**config.mk**
```make
export PLATFORM = sky130hd
export DESIGN_NAME = display_scheduler
export DESIGN_NICKNAME = d
export VERILOG_FILES = /design/src/rtl/display_scheduler_pkg.sv /design/src/rtl/scan_divider.sv /design/src/rtl/display_scheduler.sv
export SDC_FILE = /design/constraint.sdc
export NUM_CORES = 1
export LEC_CHECK = 0
export ABC_AREA = 1
export BUFFER_PORTS_ARGS = -buffer_cell sky130_fd_sc_hd__clkbuf_2
export CAP_MARGIN = 10
export CORE_ASPECT_RATIO = 0.7
export CORE_MARGIN = 2
export CORE_UTILIZATION = 52
export DETAILED_ROUTE_END_ITERATION = 10
export PLACE_DENSITY = 0.76
export RECOVER_POWER = 100
export SETUP_SLACK_MARGIN = 0.02
export SYNTH_ARGS = -nofsm -noshare
export SYNTH_HDL_FRONTEND = slang
export SYNTH_SLANG_ARGS = --single-unit
```
**constraint.sdc**
```tcl
create_clock -name clk -period 1.5 [get_ports clk]
set_input_delay 0.3 -clock clk [delete_from_list [all_inputs] [get_ports clk]]
set_output_delay 0.3 -clock clk [all_outputs]
set_load 0.02 [all_outputs]
```
**src/rtl/display_scheduler_pkg.sv**
```systemverilog
// Shared types and constants for the vote-count display scheduler.
// Holds the FSM state encoding, candidate count and the blanking code.
package display_scheduler_pkg;

    typedef enum logic [1:0] {
        ST_ROTATE    = 2'd0,
        ST_BLANK_GAP = 2'd1,
        ST_MANUAL    = 2'd2
    } sched_state_t;

    localparam int NUM_CAND = 4;
    localparam int CAND_W   = 2;
    localparam int NUM_W    = 7;

    // Any value above 99 blanks both digits in the downstream decoder.
    localparam logic [NUM_W-1:0] BLANK_CODE = 7'd127;

    function automatic int max_int(input int a, input int b);
        return (a > b) ? a : b;
    endfunction

endpackage

```
**src/rtl/scan_divider.sv**
```systemverilog
// Free-running digit-enable scan for a two-digit display.
// Alternates the active-low enables between units and tens every SCAN_DIV cycles.
module scan_divider #(
    parameter int SCAN_DIV = 100_000
) (
    input  logic       clk,
    input  logic       rst_n,
    output logic [1:0] an
);

    localparam int SCAN_W = (SCAN_DIV > 1) ? $clog2(SCAN_DIV) : 1;

    logic [SCAN_W-1:0] scan_cnt_reg;
    logic [SCAN_W-1:0] scan_cnt_next;
    logic [1:0]        an_reg;
    logic [1:0]        an_next;
    logic              wrap;

    assign wrap = (scan_cnt_reg == SCAN_W'(SCAN_DIV - 1));

    // Inverting a one-hot-low pair keeps it one-hot-low.
    always_comb begin
        scan_cnt_next = scan_cnt_reg + SCAN_W'(1);
        an_next       = an_reg;
        if (wrap) begin
            scan_cnt_next = '0;
            an_next       = ~an_reg;
        end
    end

    always_ff @(posedge clk) begin
        if (!rst_n) begin
            scan_cnt_reg <= '0;
            an_reg       <= 2'b10;
        end else begin
            scan_cnt_reg <= scan_cnt_next;
            an_reg       <= an_next;
        end
    end

    assign an = an_reg;

endmodule

```
**src/rtl/display_scheduler.sv**
```systemverilog
// Rotates four candidate vote totals onto a two-digit display with blank gaps,
// manual selection and a hold input that freezes the rotation timing.
module display_scheduler
    import display_scheduler_pkg::*;
#(
    parameter int DWELL    = 50_000_000,
    parameter int BLANK    = 5_000_000,
    parameter int SCAN_DIV = 100_000
) (
    input  logic              clk,
    input  logic              rst_n,
    input  logic [NUM_W-1:0]  count0,
    input  logic [NUM_W-1:0]  count1,
    input  logic [NUM_W-1:0]  count2,
    input  logic [NUM_W-1:0]  count3,
    input  logic              hold,
    input  logic              sel_valid,
    input  logic [CAND_W-1:0] sel_idx,
    output logic [NUM_W-1:0]  num,
    output logic [CAND_W-1:0] cand_idx,
    output logic [1:0]        an
);

    localparam int CNT_W = $clog2(max_int(DWELL, BLANK) + 1);

    sched_state_t      state_reg, state_next;
    logic [CNT_W-1:0]  cnt_reg, cnt_next;
    logic [CAND_W-1:0] cand_reg, cand_next;
    logic              half_reg, half_next;
    logic [NUM_W-1:0]  num_reg, num_next;
    logic              dwell_done;
    logic              blank_done;

    logic [NUM_CAND*NUM_W-1:0] count_flat;
    logic [NUM_W-1:0]          count_arr [NUM_CAND];

    assign count_flat = {count3, count2, count1, count0};

    for (genvar gi = 0; gi < NUM_CAND; gi++) begin : g_count
        assign count_arr[gi] = count_flat[gi*NUM_W +: NUM_W];
    end

    assign dwell_done = (cnt_reg == CNT_W'(DWELL - 1));
    assign blank_done = (cnt_reg == CNT_W'(BLANK - 1));

    // MANUAL runs two full DWELL passes (half_reg marks the second), so the
    // counter never needs to reach 2*DWELL.
    always_comb begin
        state_next = state_reg;
        cnt_next   = cnt_reg;
        cand_next  = cand_reg;
        half_next  = half_reg;
        if (sel_valid) begin
            state_next = ST_MANUAL;
            cnt_next   = '0;
            cand_next  = sel_idx;
            half_next  = 1'b0;
        end else if (!hold) begin
            case (state_reg)
                ST_ROTATE: begin
                    if (dwell_done) begin
                        state_next = ST_BLANK_GAP;
                        cnt_next   = '0;
                    end else begin
                        cnt_next = cnt_reg + CNT_W'(1);
                    end
                end
                ST_BLANK_GAP: begin
                    if (blank_done) begin
                        state_next = ST_ROTATE;
                        cnt_next   = '0;
                        cand_next  = cand_reg + CAND_W'(1);
                    end else begin
                        cnt_next = cnt_reg + CNT_W'(1);
                    end
                end
                ST_MANUAL: begin
                    if (dwell_done) begin
                        cnt_next = '0;
                        if (half_reg) begin
                            state_next = ST_BLANK_GAP;
                            half_next  = 1'b0;
                        end else begin
                            half_next = 1'b1;
                        end
                    end else begin
                        cnt_next = cnt_reg + CNT_W'(1);
                    end
                end
                default: begin
                    state_next = ST_ROTATE;
                    cnt_next   = '0;
                    half_next  = 1'b0;
                end
            endcase
        end
    end

    always_comb begin
        num_next = count_arr[cand_reg];
        if (state_reg == ST_BLANK_GAP) begin
            num_next = BLANK_CODE;
        end
    end

    always_ff @(posedge clk) begin
        if (!rst_n) begin
            state_reg <= ST_ROTATE;
            cnt_reg   <= '0;
            cand_reg  <= '0;
            half_reg  <= 1'b0;
            num_reg   <= BLANK_CODE;
        end else begin
            state_reg <= state_next;
            cnt_reg   <= cnt_next;
            cand_reg  <= cand_next;
            half_reg  <= half_next;
            num_reg   <= num_next;
        end
    end

    scan_divider #(
        .SCAN_DIV (SCAN_DIV)
    ) u_scan_divider (
        .clk   (clk),
        .rst_n (rst_n),
        .an    (an)
    );

    assign num      = num_reg;
    assign cand_idx = cand_reg;

endmodule

```
==> reports/metrics.cfg <==
[worst_setup_path]
crit_path_max_fanout = 12
arrival_ns = 1.88
end_kind = flop
critPathKind = reg -> reg
cp-start-kind = flop
required_ns = 1.74

[logic_synthesis]
synth_top_cell_by_area = dfxtp_1
synth-edff-count = 0
synthSimpleGateAreaFrac = 0.399
synthCells = 520
ys_top_cells_by_area = dfxtp_1 (34%), nand2_1 (15%), nor2_1 (7.6%)
synthArstFlopShare = 0
synth_top_family_by_area = simple AND/OR/NAND/NOR gates
synth-seq-cells = 57
avgSynthCellArea_um2 = 6.51
syn_area_um2 = 3390
yosysUniqueCellTypes = 38
synth_fp_nets = 556
synth_adder_area_share = 0.00739
muxShareOfSynthArea = 0
synthXorXnorAreaFrac = 0.0466
synth_compound_area_frac = 0.120
ys_seq_area_frac = 0.337
yosysTopAreaCellShare = 0.337
ys.flop_type = dfxtp_1
ys_warn_count = 0

[detailed_routing]
vias = 3917
vias_per_cell = 5.60
drt_first_pass_iters = 5
wl_per_cell_um = 15.1
drc = 0
drtIter0Drc = 373
routed_wl_um = 10600
antenna_left = 0

[clock_tree]
clockRootBuffer = clkbuf_8
cts_tree = yes
cts_buffers = 9
htreeDepth = 3
cts_buffer_depth = 2
clk_latency_ns = 0.35
hold_buffers = 0
clock-sinks = 57
clk_pin_slew_ns = 0.07

[placed_design]
dp.cells = 678
hpwl_um = 6650
io_buffers = 44
gp_congestion = 0.955

[pwr]
power.share.combinational = 0.084
leakagePower_nw = 1.88
p_clk_frac = 0.473
power_density_nw_per_um2 = 781
vdd_drop_max_mv = 0.629
switching_share = 0.254
power_w = 0.00355
power_frac_seq = 0.443
internal_power_w = 0.00265
p_sw_w = 0.000902

[timing]
setup_viol = 25
clock-skew-final_ns = 0.00691
hold_violations = 0
clock.fmax_mhz = 609
finalCritPeriodShare = 1.09
rsz0062_at_grt = yes
tightest_slew_ns = 0.483
max_slew_margin = 0.678
worst_slack_ns = -0.142
fin_crit_ns = 1.64
drv_slew = 0

[layout]
diodes = 0
largest_register_ffs = 26
final.fill_count = 475
area_growth_pct = 34.3
layout-drive-gt1-share = 0.320
nets = 653
layout.cells.non_filler = 700

[global_routing]
grt_overflow = 0
antenna_found_initial = 0
grt_max_degree = 26
grt_usage = 0.284
grt_pass1_wl_um = 16100
first_global_vias = 3507

[floorplanning]
io_pins = 45
die_area_um2 = 7180
chipWidth_um = 100
core_um2 = 6280
initial_core_util = 0.539
placementRows = 24
chipHeight_um = 71.5

[run_status]
status = finished, violations left
violations = negative setup slack

[hold_path]
hp-class = in -> reg

[run]
maxCapViolCount = 0

[layout by cell type (no fill, tap or decap), drive strengths merged]
cell type and n:
clkbuf 54, nand4 8, ha 2, nor2 75, or2 7, o2111ai 1
o21a 1, nand2 146, a31oi 2, bufinv 2, clkinvlp 3, and2 1
a32o 3, nand3 47, nand3b 1, o31ai 1, clkinv 2, nor3b 1
dfxtp 57, inv 61, buf 54, a211oi 1, nor4 2, xor2 15
o211ai 8, nor3 11, o21ai 12, xnor2 3, a21oi 41
[Yosys cell counts (all sizes together) (6+ instances only)]
library cell  instances
clkbuf                7
inv                  61
o211ai                8
nor3                 11
o21ai                12
or2                   7
nand4                 8
nand3                47
a21oi                41
dfxtp                57
buf                   6
nor2                 75
xor2                 15
nand2               145
[final timing paths]
kind                                                                start                                   endpoint  slack [ns]  depth (start not counted)
worst min-delay path                                                rst_n                   cand_idx[0]$_SDFFE_PN0P_        0.22                          3
worst min register to register  u_scan_divider.scan_cnt_reg[0]$_SDFF_PP0_  u_scan_divider.scan_cnt_reg[0]$_SDFF_PP0_        0.47                          1
worst max register to register                    cnt_reg[1]$_SDFFE_PP0N_                   cnt_reg[12]$_SDFFE_PP0N_       -0.14                         11
worst max-delay path                              cnt_reg[1]$_SDFFE_PP0N_                   cnt_reg[12]$_SDFFE_PP0N_       -0.14                         11
[stage by stage]
step | setup slack, ns | util | hold slack [ns] | setup TNS, ns | cell area [µm²]
3_5_place_dp | -0.132 | 0.642 | 0.438 | -2.48 | 4030
6_report | -0.142 | 0.725 | 0.225 | -2.05 | 4550
2_1_floorplan | 0.0232 | - | 0.417 | 0 | 3400
5_1_grt | -0.196 | 0.725 | 0.219 | -5.22 | 4550
4_1_cts | -0.0337 | 0.692 | 0.211 | -0.433 | 4340
3_3_place_gp | -0.0402 | 0.642 | 0.428 | -0.677 | 4030
[repair_timing]
item,CTS,global route
gates resized for setup,13,69
gates cloned,1,0
endpoints found under the setup margin,33,52
pin swaps,5,15
setup buffers,2,3
[critical path: stages (launching register included)]
cell     delay [ns]
dfxtp_2        0.35
ha_4           0.15
nand2_4        0.05
nor2_4         0.12
nand2_2        0.10
nor2_4         0.11
nand3_2        0.10
nand2_4        0.10
buf_12         0.13
nand2_8        0.11
nand3_1        0.11
a21oi_1        0.08
[final cells by class]
| cell class | instances | area [µm²] | area share |
|---|---|---|---|
| Sequential cell | 57 | 1160 | 0.255 |
| Multi-Input combinational cell | 389 | 2180 | 0.480 |
| Timing Repair Buffer | 98 | 646 | 0.142 |
| Inverter | 62 | 233 | 0.0512 |
| Tap cell | 78 | 97.6 | 0.0215 |
| Clock buffer | 10 | 138 | 0.0303 |
| Clock inverter | 6 | 91.3 | 0.0201 |
[layer usage]
metal | vias up | part of all wire | track usage
met5 | - | 0 | 0
met4 | 0 | 0.033 | 0.128
met3 | 44 | 0.090 | 0.0654
met2 | 211 | 0.46 | 0.426
met1 | 1792 | 0.42 | 0.391
li1 | 1870 | - | -
[power by group through the flow]
stage	logic, W	registers, W	clock network, W
after global placement	0.000273	0.00160	0
after floorplan	0.000136	0.00162	0
after detailed placement	0.000280	0.00160	0
final	0.000300	0.00157	0.00168
after CTS	0.000286	0.00157	0.00169
after global routing	0.000326	0.00158	0.00175
[cell families (layout without fill, tap and decap cells)]
| group | after synthesis | count (layout) |
|---|---|---|
| simple gates | 298 | 299 |
| buf+inv | 75 | 176 |
| compound gates | 70 | 70 |
| flops | 57 | 57 |
| xor+xnor | 18 | 18 |
| fa+ha+maj | 2 | 2 |
No activity file was read; power rests on OpenSTA's default activity.
